$ cat config.mk
export PLATFORM = sky130hd
export DESIGN_NAME = priority_irq_controller_flat
export DESIGN_NICKNAME = d
export VERILOG_FILES = /design/src/rtl/priority_irq_controller_if.sv /design/src/rtl/priority_irq_controller.sv /design/src/flat_wrapper.sv
export SDC_FILE = /design/constraint.sdc
export NUM_CORES = 1
export LEC_CHECK = 0
export BUFFER_PORTS_ARGS = -buffer_cell sky130_fd_sc_hd__buf_2
export CORE_MARGIN = 1.5
export CORE_UTILIZATION = 51
export DETAILED_ROUTE_END_ITERATION = 8
export PLACE_DENSITY = 0.81
export SYNTH_ARGS = -nofsm -noshare
export SYNTH_HDL_FRONTEND = slang
export SYNTH_SLANG_ARGS = --single-unit
$ cat constraint.sdc
create_clock -name clk -period 1.75 [get_ports clk]
set_input_delay 0.2625 -clock clk [delete_from_list [all_inputs] [get_ports clk]]
set_output_delay 0.2625 -clock clk [all_outputs]
set_load 0.1 [all_outputs]
$ cat src/rtl/priority_irq_controller_if.sv
// Handshake bundle between the interrupt controller and its servicing agent.
// master: controller side (presents requests, reports service state).
// slave : servicing agent side (accepts requests, signals end of service).
interface priority_irq_controller_if #(
    parameter int ID_W = 3
);
    logic            irq_valid;   // a request is presented on irq_id
    logic [ID_W-1:0] irq_id;      // index of presented / in-service request
    logic            irq_ack;     // agent accepts the presented request
    logic            eoi;         // end-of-service pulse from the agent
    logic            in_service;  // an accepted request is being serviced

    modport master (
        output irq_valid,
        output irq_id,
        output in_service,
        input  irq_ack,
        input  eoi
    );

    modport slave (
        input  irq_valid,
        input  irq_id,
        input  in_service,
        output irq_ack,
        output eoi
    );
endinterface

$ cat src/rtl/priority_irq_controller.sv
// Fixed-priority interrupt scheduler: edge-latched pending, mask, one request in flight.
// Latency: irq_in rise -> pending next edge -> irq_valid one edge later.
// Backpressure: request held on irq_valid until irq_ack; no new issue until eoi or en drop.
module priority_irq_controller #(
    parameter int N    = 8,
    parameter int ID_W = 3
) (
    input  logic                 clk,
    input  logic                 rst,
    input  logic                 en_i,
    input  logic [N-1:0]         irq_in_i,
    input  logic                 mask_wr_i,
    input  logic [N-1:0]         mask_data_i,
    output logic [N-1:0]         pending_o,
    priority_irq_controller_if.master svc
);

    typedef enum logic [1:0] {
        ST_IDLE    = 2'd0,
        ST_REQ     = 2'd1,
        ST_SERVICE = 2'd2
    } state_t;

    state_t          state_q, state_d;
    logic [N-1:0]    irq_prev_q;
    logic [N-1:0]    pending_q, pending_d;
    logic [N-1:0]    mask_q, mask_d;
    logic            irq_valid_q, irq_valid_d;
    logic [ID_W-1:0] irq_id_q, irq_id_d;
    logic            in_service_q, in_service_d;

    logic [N-1:0]    rise;
    logic [N-1:0]    eligible;
    logic [N-1:0]    clr_vec;
    logic            any_eligible;
    logic [ID_W-1:0] winner;
    logic            accept;

    // Highest set index wins; the ascending scan lets later (higher) bits overwrite.
    function automatic logic [ID_W-1:0] encode_hi(input logic [N-1:0] v);
        logic [ID_W-1:0] idx;
        idx = '0;
        for (int i = 0; i < N; i++) begin
            if (v[i]) begin
                idx = i[ID_W-1:0];
            end
        end
        return idx;
    endfunction

    // Rising-edge detect, eligibility and priority encoding.
    always_comb begin
        rise         = irq_in_i & ~irq_prev_q;
        eligible     = pending_q & ~mask_q;
        any_eligible = |eligible;
        winner       = encode_hi(eligible);
    end

    // Sequencer: issue in IDLE, hold the presented id in REQ, wait for eoi in SERVICE.
    always_comb begin
        state_d      = state_q;
        irq_valid_d  = irq_valid_q;
        irq_id_d     = irq_id_q;
        in_service_d = in_service_q;
        accept       = 1'b0;
        case (state_q)
            ST_IDLE: begin
                if (en_i && any_eligible) begin
                    state_d     = ST_REQ;
                    irq_id_d    = winner;
                    irq_valid_d = 1'b1;
                end
            end
            ST_REQ: begin
                // Acceptance beats a simultaneous enable drop.
                if (svc.irq_ack) begin
                    state_d      = ST_SERVICE;
                    irq_valid_d  = 1'b0;
                    in_service_d = 1'b1;
                    accept       = 1'b1;
                end else if (!en_i) begin
                    state_d     = ST_IDLE;
                    irq_valid_d = 1'b0;
                end
            end
            ST_SERVICE: begin
                // Nothing nests: new events just accumulate in pending.
                if (svc.eoi) begin
                    state_d      = ST_IDLE;
                    in_service_d = 1'b0;
                end
            end
            default: begin
                state_d      = ST_IDLE;
                irq_valid_d  = 1'b0;
                in_service_d = 1'b0;
            end
        endcase
    end

    // Pending update: accepted line is cleared, but a fresh edge on it re-sets it.
    always_comb begin
        clr_vec = '0;
        if (accept) begin
            clr_vec[irq_id_q] = 1'b1;
        end
        pending_d = (pending_q & ~clr_vec) | rise;
        mask_d    = mask_wr_i ? mask_data_i : mask_q;
    end

    // Input history, pending and mask registers.
    always_ff @(posedge clk or posedge rst) begin
        if (rst) begin
            irq_prev_q <= '0;
            pending_q  <= '0;
            mask_q     <= '1;
        end else begin
            irq_prev_q <= irq_in_i;
            pending_q  <= pending_d;
            mask_q     <= mask_d;
        end
    end

    // Sequencer state and registered handshake outputs.
    always_ff @(posedge clk or posedge rst) begin
        if (rst) begin
            state_q      <= ST_IDLE;
            irq_valid_q  <= 1'b0;
            irq_id_q     <= '0;
            in_service_q <= 1'b0;
        end else begin
            state_q      <= state_d;
            irq_valid_q  <= irq_valid_d;
            irq_id_q     <= irq_id_d;
            in_service_q <= in_service_d;
        end
    end

    assign pending_o      = pending_q;
    assign svc.irq_valid  = irq_valid_q;
    assign svc.irq_id     = irq_id_q;
    assign svc.in_service = in_service_q;

endmodule

$ cat src/flat_wrapper.sv
// flat-port wrapper written by rule: the top's interface ports become plain ports
module priority_irq_controller_flat 
#(
    parameter int N    = 8,
    parameter int ID_W = 3
)
  (clk, rst, en_i, irq_in_i, mask_wr_i, mask_data_i, pending_o, svc_irq_valid, svc_irq_id, svc_in_service, svc_irq_ack, svc_eoi);
  priority_irq_controller_if #(.ID_W(ID_W)) svc_i ();
  input  logic clk;
  input  logic rst;
  input  logic en_i;
  input  logic [N-1:0] irq_in_i;
  input  logic mask_wr_i;
  input  logic [N-1:0] mask_data_i;
  output logic [N-1:0] pending_o;
  output wire logic [$bits(svc_i.irq_valid)-1:0] svc_irq_valid;
  output wire logic [$bits(svc_i.irq_id)-1:0] svc_irq_id;
  output wire logic [$bits(svc_i.in_service)-1:0] svc_in_service;
  input wire logic [$bits(svc_i.irq_ack)-1:0] svc_irq_ack;
  input wire logic [$bits(svc_i.eoi)-1:0] svc_eoi;
  assign svc_irq_valid = svc_i.irq_valid;
  assign svc_irq_id = svc_i.irq_id;
  assign svc_in_service = svc_i.in_service;
  assign svc_i.irq_ack = svc_irq_ack;
  assign svc_i.eoi = svc_eoi;
  priority_irq_controller #(.N(N), .ID_W(ID_W)) u_core (.clk(clk), .rst(rst), .en_i(en_i), .irq_in_i(irq_in_i), .mask_wr_i(mask_wr_i), .mask_data_i(mask_data_i), .pending_o(pending_o), .svc(svc_i));
endmodule
==> impl_results.md <==
* P&R area growth vs syn at 21.7%
* Relative slew slack at 0.672
* Area of the multi-input gates at 484 um2
* Pint at between 0.001 and 0.0015 W
* Netlist Area Pre-Place at roughly 1300 um2
* YS warnings at 0
* WL per Instance at about 14 um
* Sequential area share after synthesis at 0.596
* Post-CTS setup buffers at 0
* Root Buffer Master: clkbuf_4
* Tightest Hold Check Type: input pin to asynchronous set/reset pin
* Syn_nets at about 130
* Setup violators final at 0
* CP cell instances: nor2b_4, nor4_4, a311o_4, mux2_4
* RePlAce Congestion at 0.738
* Worst r2r dst: u_core.svc.irq_id[0]
* Pwr dens at 1490 nW/um2
* Required time worst endpoint at 1960 ps
* Hold_buf cts at 0
* Arrival @ worst endpoint at 1830 ps
* CTS H-tree lvls at 2
* Crit-path slowest cell: dfrtp_4
* FF-to-FF setup slack at about 130 ps
* CTS clk-pin slew, worst paths at about 100 ps
* Routed vias at between 900 and 1000
* ANT cells at 0
* Iteration count of the initial detailed-routing pass at 4
* Crit end category: flip-flop
* Nets at between 150 and 200
* Max Root-Sink Buffers at 2
* Synth cell types at 23
* Unrepaired setup endpoints after global routing: no
* Largest net degree at the start of global routing at 32
* Dpl hpwl at 1920 um
* CTS tree: yes
* CP Launch Type: flip-flop
* Reg2reg start: u_core.pending_o[4]
* Syn Area/Cell at ~12 um2
* IO Port Bufs at 34
* Row count at 18
* CTS buffer count at 5
* Period minus WS final at around 1600 ps
* First-pass GRT wire length at ~4100 um
* I/O pins at 35
* Sw Ratio at 0.470
* Top Layer Used: met4
* Worst path bufs/invs at 0
* Max IR drop VDD at roughly 1000 uV
* Max-cap violations at 0
* Max Fclk at 618 MHz
* Initial antenna violation count at 0
* Comb pwr share at 0.430
* Tot GR Track Use at 0.207
* Die W at 53.9 um
* Worst Setup SP: u_core.pending_o[4]
* Met3 routed WL at between 100 and 150 um
* Post-cts resize count at 0
* Worst-margin pin slew at just under 500 ps
* Power, Total at between 0.002 and 0.0025 W
* CP Max Fanout at 5
* Post-Syn Instances at 110
* DR iter-0 viols at 14
* NetSw at 0.00112 W
* CORE AREA at 2450 um2
* Register area at 811 um2
* Clock Skew at 11.6 ps
* Die height at 53.9 um
* Vias per cell at 5.18
* Filler instances at about 210
* Seq cells post-synth at 31
* Hold slack final at ~5.4 ps
* DRT antenna net count at 0
* Number of global-route vias before repair at 949
* Pleak at about 0.76 nW
* Crit Path Category: flip-flop to flip-flop
* Routed wl met2 at approximately 1300 um
* Worst R2R Path Depth at 4
* Final wirelength at between 2000 and 2500 um
* # DRC at 0
* Fin crit share at 0.924
* Worst-skew pair later-pin latency at about 320 ps
* Crit path max-delay family: flip-flops
* Clk network pwr share at 0.159
* Final hold violations at 0
* Clk sinks at 31
* Share of cells above drive strength 1 at 0.497
* Status: completed
* Die area at 2900 um2
* Starting Density at 0.537
* Max incr delay on CP at ~500 ps
* M1 WL at 1030 um
* Total grt overflow at 0
* Max Slew Vio Count at 0
* Reg power frac at 0.411
==> placed cells by master, fill, tap and decap left out <==
cell / instances
buf_2: 34
o21ai_0: 18
dfrtp_1: 15
inv_1: 12
nand2_1: 10
dfstp_2: 8
mux2_2: 6
dfrtp_4: 6
nor2b_4: 5
clkbuf_4: 5
a21oi_1: 4
nand2b_1: 4
o31ai_1: 4
nor2_1: 3
mux2_4: 2
clkbuf_1: 2
dfrtp_2: 2
nor4_4: 1
nor2b_2: 1
a21oi_2: 1
nand2b_4: 1
a311o_4: 1
mux2i_1: 1
or3_1: 1
nand4b_1: 1
o22ai_1: 1
clkinv_2: 1
buf_4: 1
==> power groups by stage <==
| stage | clock network (W) | registers (W) | logic (W) |
|---|---|---|---|
| 3_5_place_dp | 0 | 0.000996 | 0.00103 |
| 2_1_floorplan | 0 | 0.00153 | 0.000305 |
| 6_report | 0.000379 | 0.000982 | 0.00103 |
| 5_1_grt | 0.000432 | 0.00100 | 0.00108 |
| 3_3_place_gp | 0 | 0.000987 | 0.00102 |
| 4_1_cts | 0.000395 | 0.000982 | 0.00104 |
==> routing by layer <==
layer	global-route usage	up-vias
met5	0	-
li1	-	450
met4	0.124	0
met2	0.335	26
met3	0.0667	7
met1	0.239	454
==> flip-flops by register name, indices dropped and copies added (netlist names) <==
name and flops:
u_core.irq_prev_q 8, u_core.mask_q 8, u_core.pending_o 8, u_core.state_q 2
u_core.svc.in_service 1, u_core.svc.irq_id 3, u_core.svc.irq_valid 1
==> how the worst max path moves through the flow <==
stage                                      end  slack [ps]  cells past startpoint
after detailed placement  u_core.svc.irq_id[0]         120                      4
final                     u_core.svc.irq_id[0]         130                      4
after global placement    u_core.svc.irq_id[1]         170                      4
after floorplan           u_core.svc.irq_id[1]         -10                      4
after CTS                 u_core.svc.irq_id[1]         120                      4
after global routing      u_core.svc.irq_id[0]          60                      4
==> synth_stat cells, drive strengths merged <==
cell	count	area share
a21oi	5	0.022
a311o	1	0.015
clkbuf	2	0.0066
dfrtp	23	0.44
dfstp	8	0.16
inv	12	0.034
mux2	8	0.074
mux2i	1	0.0076
nand2	10	0.028
nand2b	5	0.029
nand4b	1	0.0066
nor2	3	0.0085
nor2b	6	0.055
nor4	1	0.016
o21ai	18	0.068
o22ai	1	0.0047
o31ai	4	0.023
or3	1	0.0047
==> through the flow <==
step,utilization,area [um2],setup slack [ps],instances,TNS (ps)
floorplan,-,1350,-10.7,110,-21.2
finish,0.654,1610,133,181,0
CTS,0.654,1610,123,181,0
detailed placement,0.634,1560,124,173,0
global route,0.654,1610,61.9,181,0
global placement,0.634,1560,173,173,0
==> cell type report <==
type	instances	area share
clock inverters	1	0.00312
well taps	30	0.0234
clock buffers	7	0.0281
inverters	12	0.0281
multi-input cells	65	0.302
flip-flops and latches	31	0.505
repair buffers	35	0.111
==> cells by family (layout without fill, tap and decap cells) <==
family / after synthesis / after routing / synth area share
multiplexers: 9 / 9 / 0.0816
AO/OA/AOI/OAI: 29 / 29 / 0.133
flip-flops: 31 / 31 / 0.596
AND/OR/NAND/NOR: 27 / 27 / 0.149
buffers and inverters: 14 / 55 / 0.0408
==> worst min-delay path, stage by stage <==
cell   delay (ps)
buf_2         100
inv_1          40
buf_4         340
Power figures use the tool's default switching activity.
